## config.mk

```make
export PLATFORM = sky130hd
export DESIGN_NAME = prime_checker_seq
export DESIGN_NICKNAME = d
export VERILOG_FILES = /design/src/rtl/prime_pkg.sv /design/src/rtl/prime_rem_unit.sv /design/src/rtl/prime_checker_seq.sv
export SDC_FILE = /design/constraint.sdc
export NUM_CORES = 2
export LEC_CHECK = 0
export CAP_MARGIN = 30
export CORE_ASPECT_RATIO = 0.6
export CORE_MARGIN = 5
export CORE_UTILIZATION = 25
export DETAILED_ROUTE_END_ITERATION = 10
export GPL_TIMING_DRIVEN = 0
export PLACE_DENSITY_LB_ADDON = 0.05
export REMOVE_ABC_BUFFERS = 1
export SLEW_MARGIN = 20
export SYNTH_ARGS = -nofsm -noshare
export SYNTH_HDL_FRONTEND = slang
export SYNTH_SLANG_ARGS = --single-unit
```

## constraint.sdc

```tcl
create_clock -name clk -period 16.5 [get_ports clk]
set_clock_uncertainty 0.2 [all_clocks]
set_input_delay 3.3 -clock clk [delete_from_list [all_inputs] [get_ports clk]]
set_output_delay 3.3 -clock clk [all_outputs]
set_load 0.1 [all_outputs]
```

## src/rtl/prime_pkg.sv

```systemverilog
// ============================================================================
// prime_pkg : shared FSM states, first odd divisor and 6k+-1 step helper
// Revision  : 1.0
// ============================================================================
`default_nettype none

package prime_pkg;

   typedef enum logic [2:0] {
      IDLE     = 3'd0,
      CLASSIFY = 3'd1,
      CHECK    = 3'd2,
      WAIT     = 3'd3,
      RESULT   = 3'd4
   } state_t;

   localparam int FIRST_ODD_DIV = 3;

   // Candidate step once past the first odd divisor: phase 0 -> +2, phase 1 -> +4.
   function automatic logic [2:0] div_step(input logic phase);
      return phase ? 3'd4 : 3'd2;
   endfunction

endpackage

`default_nettype wire

```

## src/rtl/prime_rem_unit.sv

```systemverilog
// ============================================================================
// prime_rem_unit : restoring serial remainder, one quotient bit per clock
// Revision       : 1.0
// ============================================================================
`default_nettype none

module prime_rem_unit #(
   parameter int WIDTH = 32
) (
   input  logic             clk,
   input  logic             rst_n,
   input  logic             start,
   input  logic [WIDTH-1:0] dividend,
   input  logic [WIDTH-1:0] divisor,
   output logic             rem_done,
   output logic [WIDTH-1:0] rem
);

   localparam int CW = $clog2(WIDTH);

   logic             running;
   logic [CW-1:0]    cnt;
   logic [WIDTH-1:0] shreg;
   logic [WIDTH-1:0] div_r;

   logic             load;
   logic [WIDTH-1:0] cur_div;
   logic [WIDTH-1:0] cur_rem;
   logic             cur_bit;
   logic [WIDTH:0]   trial;
   logic [WIDTH:0]   next_rem;

   // The first bit is processed on the start edge so rem_done lands WIDTH cycles later.
   assign load     = start & ~running;
   assign cur_div  = load ? divisor : div_r;
   assign cur_rem  = load ? '0 : rem;
   assign cur_bit  = load ? dividend[WIDTH-1] : shreg[WIDTH-1];
   assign trial    = {cur_rem, cur_bit};
   assign next_rem = (trial >= {1'b0, cur_div}) ? (trial - {1'b0, cur_div}) : trial;

   always_ff @(posedge clk or negedge rst_n) begin
      if (!rst_n) begin
         running  <= 1'b0;
         cnt      <= '0;
         shreg    <= '0;
         div_r    <= '0;
         rem      <= '0;
         rem_done <= 1'b0;
      end else begin
         rem_done <= 1'b0;
         if (load) begin
            rem     <= next_rem[WIDTH-1:0];
            shreg   <= {dividend[WIDTH-2:0], 1'b0};
            div_r   <= divisor;
            cnt     <= CW'(WIDTH - 1);
            running <= 1'b1;
         end else if (running) begin
            rem   <= next_rem[WIDTH-1:0];
            shreg <= {shreg[WIDTH-2:0], 1'b0};
            cnt   <= cnt - CW'(1);
            if (cnt == CW'(1)) begin
               running  <= 1'b0;
               rem_done <= 1'b1;
            end
         end
      end
   end

endmodule

`default_nettype wire

```

## src/rtl/prime_checker_seq.sv

```systemverilog
// ============================================================================
// prime_checker_seq : multi-cycle 6k+-1 trial-division prime tester
// Revision          : 1.0
// ============================================================================
`default_nettype none

module prime_checker_seq
   import prime_pkg::*;
#(
   parameter int WIDTH     = 32,
   parameter int FACTOR_EN = 1
) (
   input  logic             clk,
   input  logic             rst_n,
   input  logic             in_valid,
   output logic             in_ready,
   input  logic [WIDTH-1:0] in_num,
   output logic             out_valid,
   input  logic             out_ready,
   output logic             out_prime,
   output logic [WIDTH-1:0] out_factor,
   output logic             busy
);

   state_t state, state_nx;

   logic [WIDTH-1:0]   n;
   logic [WIDTH-1:0]   d;
   logic               phase;
   logic               prime_r;
   logic [WIDTH-1:0]   factor_r;

   logic               n_small;
   logic               n_two_three;
   logic               n_even_comp;
   logic [2*WIDTH-1:0] d_sq;
   logic               sq_gt;
   logic               rem_start;
   logic               rem_done;
   logic [WIDTH-1:0]   rem;

   assign n_small     = (n <= WIDTH'(1));
   assign n_two_three = (n == WIDTH'(2)) | (n == WIDTH'(3));
   assign n_even_comp = ~n[0] & ~n_small & ~n_two_three;
   assign d_sq        = (2*WIDTH)'(d) * (2*WIDTH)'(d);
   assign sq_gt       = d_sq > (2*WIDTH)'(n);
   assign rem_start   = (state == CHECK) & ~sq_gt;

   prime_rem_unit #(.WIDTH(WIDTH)) u_rem (
      .clk      (clk),
      .rst_n    (rst_n),
      .start    (rem_start),
      .dividend (n),
      .divisor  (d),
      .rem_done (rem_done),
      .rem      (rem)
   );

   always_ff @(posedge clk or negedge rst_n) begin
      if (!rst_n) state <= IDLE;
      else        state <= state_nx;
   end

   always_comb begin
      state_nx = state;
      case (state)
         IDLE:     if (in_valid) state_nx = CLASSIFY;
         CLASSIFY: state_nx = (n_small | n_two_three | n_even_comp) ? RESULT : CHECK;
         CHECK:    state_nx = sq_gt ? RESULT : WAIT;
         WAIT:     if (rem_done) state_nx = (rem == '0) ? RESULT : CHECK;
         RESULT:   if (out_ready) state_nx = IDLE;
         default:  state_nx = IDLE;
      endcase
   end

   always_comb begin
      in_ready   = (state == IDLE);
      busy       = (state != IDLE);
      out_valid  = (state == RESULT);
      out_prime  = prime_r;
      out_factor = (FACTOR_EN != 0) ? factor_r : '0;
   end

   always_ff @(posedge clk or negedge rst_n) begin
      if (!rst_n) begin
         n        <= '0;
         d        <= '0;
         phase    <= 1'b0;
         prime_r  <= 1'b0;
         factor_r <= '0;
      end else begin
         case (state)
            IDLE: if (in_valid) n <= in_num;
            CLASSIFY: begin
               d        <= WIDTH'(FIRST_ODD_DIV);
               phase    <= 1'b0;
               prime_r  <= n_two_three;
               factor_r <= n_even_comp ? WIDTH'(2) : '0;
            end
            CHECK: if (sq_gt) begin
               prime_r  <= 1'b1;
               factor_r <= '0;
            end
            WAIT: if (rem_done) begin
               if (rem == '0) begin
                  prime_r  <= 1'b0;
                  factor_r <= d;
               end else begin
                  d <= d + WIDTH'(div_step(phase));
                  // 3->5 and 5->7 are both +2, so the phase only starts toggling after 3.
                  if (d != WIDTH'(FIRST_ODD_DIV)) phase <= ~phase;
               end
            end
            default: ;
         endcase
      end
   end

endmodule

`default_nettype wire

```

==> run_results.csv <==
group,metric,value,unit
global_route,grt_usage,18.8,%
synthesis,muxShareOfSynthArea,1.63,%
critical_path,worstPathRequired,16910,ps
timing,grt_setup_unrepaired,"no",
synthesis,synth_top_family_by_area,"adder cells",
global_route,grt_first_pass_wirelength,241000,um
global_route,grt_max_degree,81,
timing,setup_tns,0,ps
synthesis,synth-edff-count,0,
detailed_routing,wl_per_cell,23.6,um
timing,fmax,0.0636,GHz
min_path,min_from,"u_rem.div_r[17]",
power_and_ir_drop,powerDensity,62.2,mW/mm^2
synthesis,synthXorXnorAreaFrac,2.40,%
synthesis,synth_compound_area_share,8.63,%
power_and_ir_drop,p_leak,0.0243,uW
synthesis,syn_area_per_cell,8.92,um^2
job,max_cap_viol_count,0,
placed_design,port_buffers,71,
clock_network,cts_buffers,29,
floorplan,die_w,537,um
critical_path,r2r_setup_slack,770,ps
detailed_routing,drt_iter0_markers,2217,
critical_path,path_class,"flop to flop",
finish,layout.area.seq,0.00518,mm^2
critical_path,arrival,16130,ps
detailed_routing,post-route-drc-count,0,
detailed_routing,first_pass_iters,6,
finish,area_growth,11.8,%
clock_network,root_buffer,"clkbuf_16",
critical_path,crit_top_cell,"fa_1",
finish,stdcell_area,0.0466,mm^2
detailed_routing,ant_nets,0,
min_path,hold_path_class,"flop to flop",
critical_path,r2r_cells,48,
critical_path,end_kind,"flop",
power_and_ir_drop,finalPower,2900,uW
critical_path,timing.rr.start,"d[17]",
clock_network,h-tree-depth,1,
min_path,hold_path_depth,2,
finish,drive_gt1_share,4.51,%
synthesis,ys.flop_type,"dfrtp_1",
critical_path,cpMaxStageDelayCell,"dfrtp_4",
global_route,antenna_found_initial,12,
floorplan,boundaryPins,72,
synthesis,synthCells,4670,
placed_design,gp_congestion,0.832,
clock_network,clock_latency,690,ps
critical_path,worst_path_largest_cell_delay,630,ps
timing,setup_viol,0,
timing,slew_headroom,32.2,%
synthesis,synthAdderAreaFrac,49.0,%
timing,fin_crit_sh,95.3,%
clock_network,cts.clk_slew.worst_paths,70,ps
global_route,grt_pass1_vias,32500,
synthesis,synth_seq_cells,203,
clock_network,clockBufferDepth,3,
finish,multi_input_area,0.0315,mm^2
timing,hold_viol_final,0,
power_and_ir_drop,ir_drop,0.000138,V
synthesis,ys_types,82,
timing,tightest_slew,1010,ps
global_route,grt_overflow_total,0,
synthesis,synth-simple-area-share,13.5,%
synthesis,yosysWarningCount,0,
floorplan,die_area,0.175,mm^2
detailed_routing,avgViaCountPerCell,4.46,
synthesis,ys_seq_area_share,12.2,%
synthesis,synth_area,0.0416,mm^2
timing,maxSlewViolCount,0,
detailed_routing,vias,30700,
placed_design,place_area,0.0454,mm^2
floorplan,start_util,25.1,%
critical_path,start_kind,"flop",
floorplan,core_area,0.166,mm^2
critical_path,path_max_fanout,41,
clock_network,cts.sinks,203,
timing,layout_min_cycle_time,15730,ps
finish,fill_cells,17900,
outcome,status,"finished clean",
critical_path,r2r-end,"u_rem.rem[21]",
min_path,min_to,"u_rem.div_r[17]",
detailed_routing,wirelength,163000,um
floorplan,die_y,326,um
floorplan,row_count,116,
timing,worst_hold_slack,274,ps
clock_network,cts_tree,"done",
synthesis,async_flop_share,100,%
placed_design,dp_hpwl,132000,um
finish,nets,5797,
==> placed cells by master, fill, tap and decap left out, drive strengths merged, types with 15 or more instances in the layout <==
cell type | Yosys | routed
a21o | 55 | 55
a21oi | 192 | 192
a221o | 26 | 26
a31oi | 26 | 26
and2 | 211 | 211
and3 | 36 | 36
buf | 36 | 47
clkbuf | 173 | 34
clkdlybuf4s50 | 0 | 70
clkinv | 9 | 15
dfrtp | 203 | 203
fa | 805 | 805
ha | 344 | 344
inv | 1164 | 1168
mux2i | 59 | 59
nand2 | 491 | 491
nand2b | 15 | 15
nand3 | 31 | 33
nand4 | 53 | 53
nor2 | 205 | 205
nor2b | 17 | 17
nor3 | 32 | 32
nor4 | 35 | 35
o21ai | 151 | 151
or3 | 17 | 17
xnor2 | 66 | 66
xor2 | 48 | 48
==> area by class of cell <==
class | instances | share of cell area (%)
antenna | 5 | 0.0269
clock buffer | 33 | 1.63
clock inverter | 21 | 0.545
inverter | 1173 | 9.50
multi-input combinational | 3087 | 67.7
sequential | 203 | 11.1
tap | 2242 | 6.02
timing repair buffer | 118 | 3.45
==> cells by family after synthesis <==
family | Yosys count
multiplexers | 67
flip-flops | 203
buffers and inverters | 1382
AND/OR/NAND/NOR | 1176
XOR/XNOR | 114
other | 2
adder cells (fa/ha/maj) | 1149
AO/OA/AOI/OAI | 577
==> flip-flops by register name, summed over array words and instances (netlist names) <==
name            flops
state               3
u_rem.shreg        31
u_rem.rem          32
n                  32
u_rem.cnt           5
u_rem.div_r        32
d                  32
out_prime           1
u_rem.running       1
u_rem.rem_done      1
out_factor         32
phase               1
==> synthesized netlist by cell type (33+ instances only) <==
library cell  count  share of area (%)
a21o_1           55               0.99
a21oi_1         191                2.3
and2_1          211                3.2
and3_1           36               0.54
clkbuf_1        173                1.6
dfrtp_1         203                 12
fa_1            805                 39
ha_1            344                 10
inv_1          1162                 10
mux2i_1          59                1.4
nand2_1         491                4.4
nand4_1          52               0.78
nor2_1          205                1.8
nor4_1           33               0.50
o21ai_0         147                1.8
xnor2_1          66                1.4
xor2_1           48                1.0
==> how the worst max path moves through the flow <==
| stage | to | cells after the start | start | slack [ps] |
|---|---|---|---|---|
| CTS | u_rem.rem[21] | 49 | d[17] | 50 |
| floorplan | u_rem.rem[0] | 45 | d[17] | 2180 |
| global placement | u_rem.rem[0] | 46 | d[17] | -7920 |
| global route | u_rem.rem[14] | 49 | d[17] | 20 |
| finish | u_rem.rem[21] | 48 | d[17] | 770 |
| detailed placement | u_rem.rem[11] | 49 | d[17] | -2180 |
==> worst max-delay path: cells and delay by family (launching register included) <==
family,cells,cell delay (ps)
adder cells (fa/ha/maj),11,5240
AO/OA/AOI/OAI,15,4530
AND/OR/NAND/NOR,13,3260
buffers and inverters,7,1090
flip-flops,1,630
XOR/XNOR,1,450
multiplexers,1,180
==> per-stage QoR <==
| step | worst slack [ps] | std cells | utilization, % |
|---|---|---|---|
| after floorplan | 2180 | 4461 | - |
| after global placement | -7920 | 6774 | 26.7 |
| after detailed placement | -2180 | 6818 | 27.3 |
| after CTS | 48.7 | 6875 | 28.0 |
| after global routing | 19.0 | 6878 | 28.0 |
| final | 775 | 6882 | 28.0 |
==> power by group <==
group | internal (uW) | total [uW] | switching (uW)
Clock | 398 | 714 | 316
Sequential | 630 | 785 | 155
Combinational | 552 | 1400 | 847
Total | 1580 | 2900 | 1320
==> layer usage <==
| metal | up-vias | global-route usage [%] | wire length (um) |
|---|---|---|---|
| met5 | - | 0 | 0 |
| met2 | 639 | 23.2 | 57300 |
| met4 | 0 | 1.29 | 1220 |
| li1 | 14200 | - | - |
| met3 | 62 | 3.71 | 9820 |
| met1 | 15800 | 33.1 | 94200 |
==> timing repair <==
| item | 4_1_cts | 5_1_grt |
|---|---|---|
| hold buffers | 0 | 0 |
| endpoints found under the setup margin | 32 | 32 |
| resized for setup | 23 | 7 |
| cloned | 1 | 1 |
| setup buffers | 2 | 0 |
No activity file was read; power rests on OpenSTA's default activity.
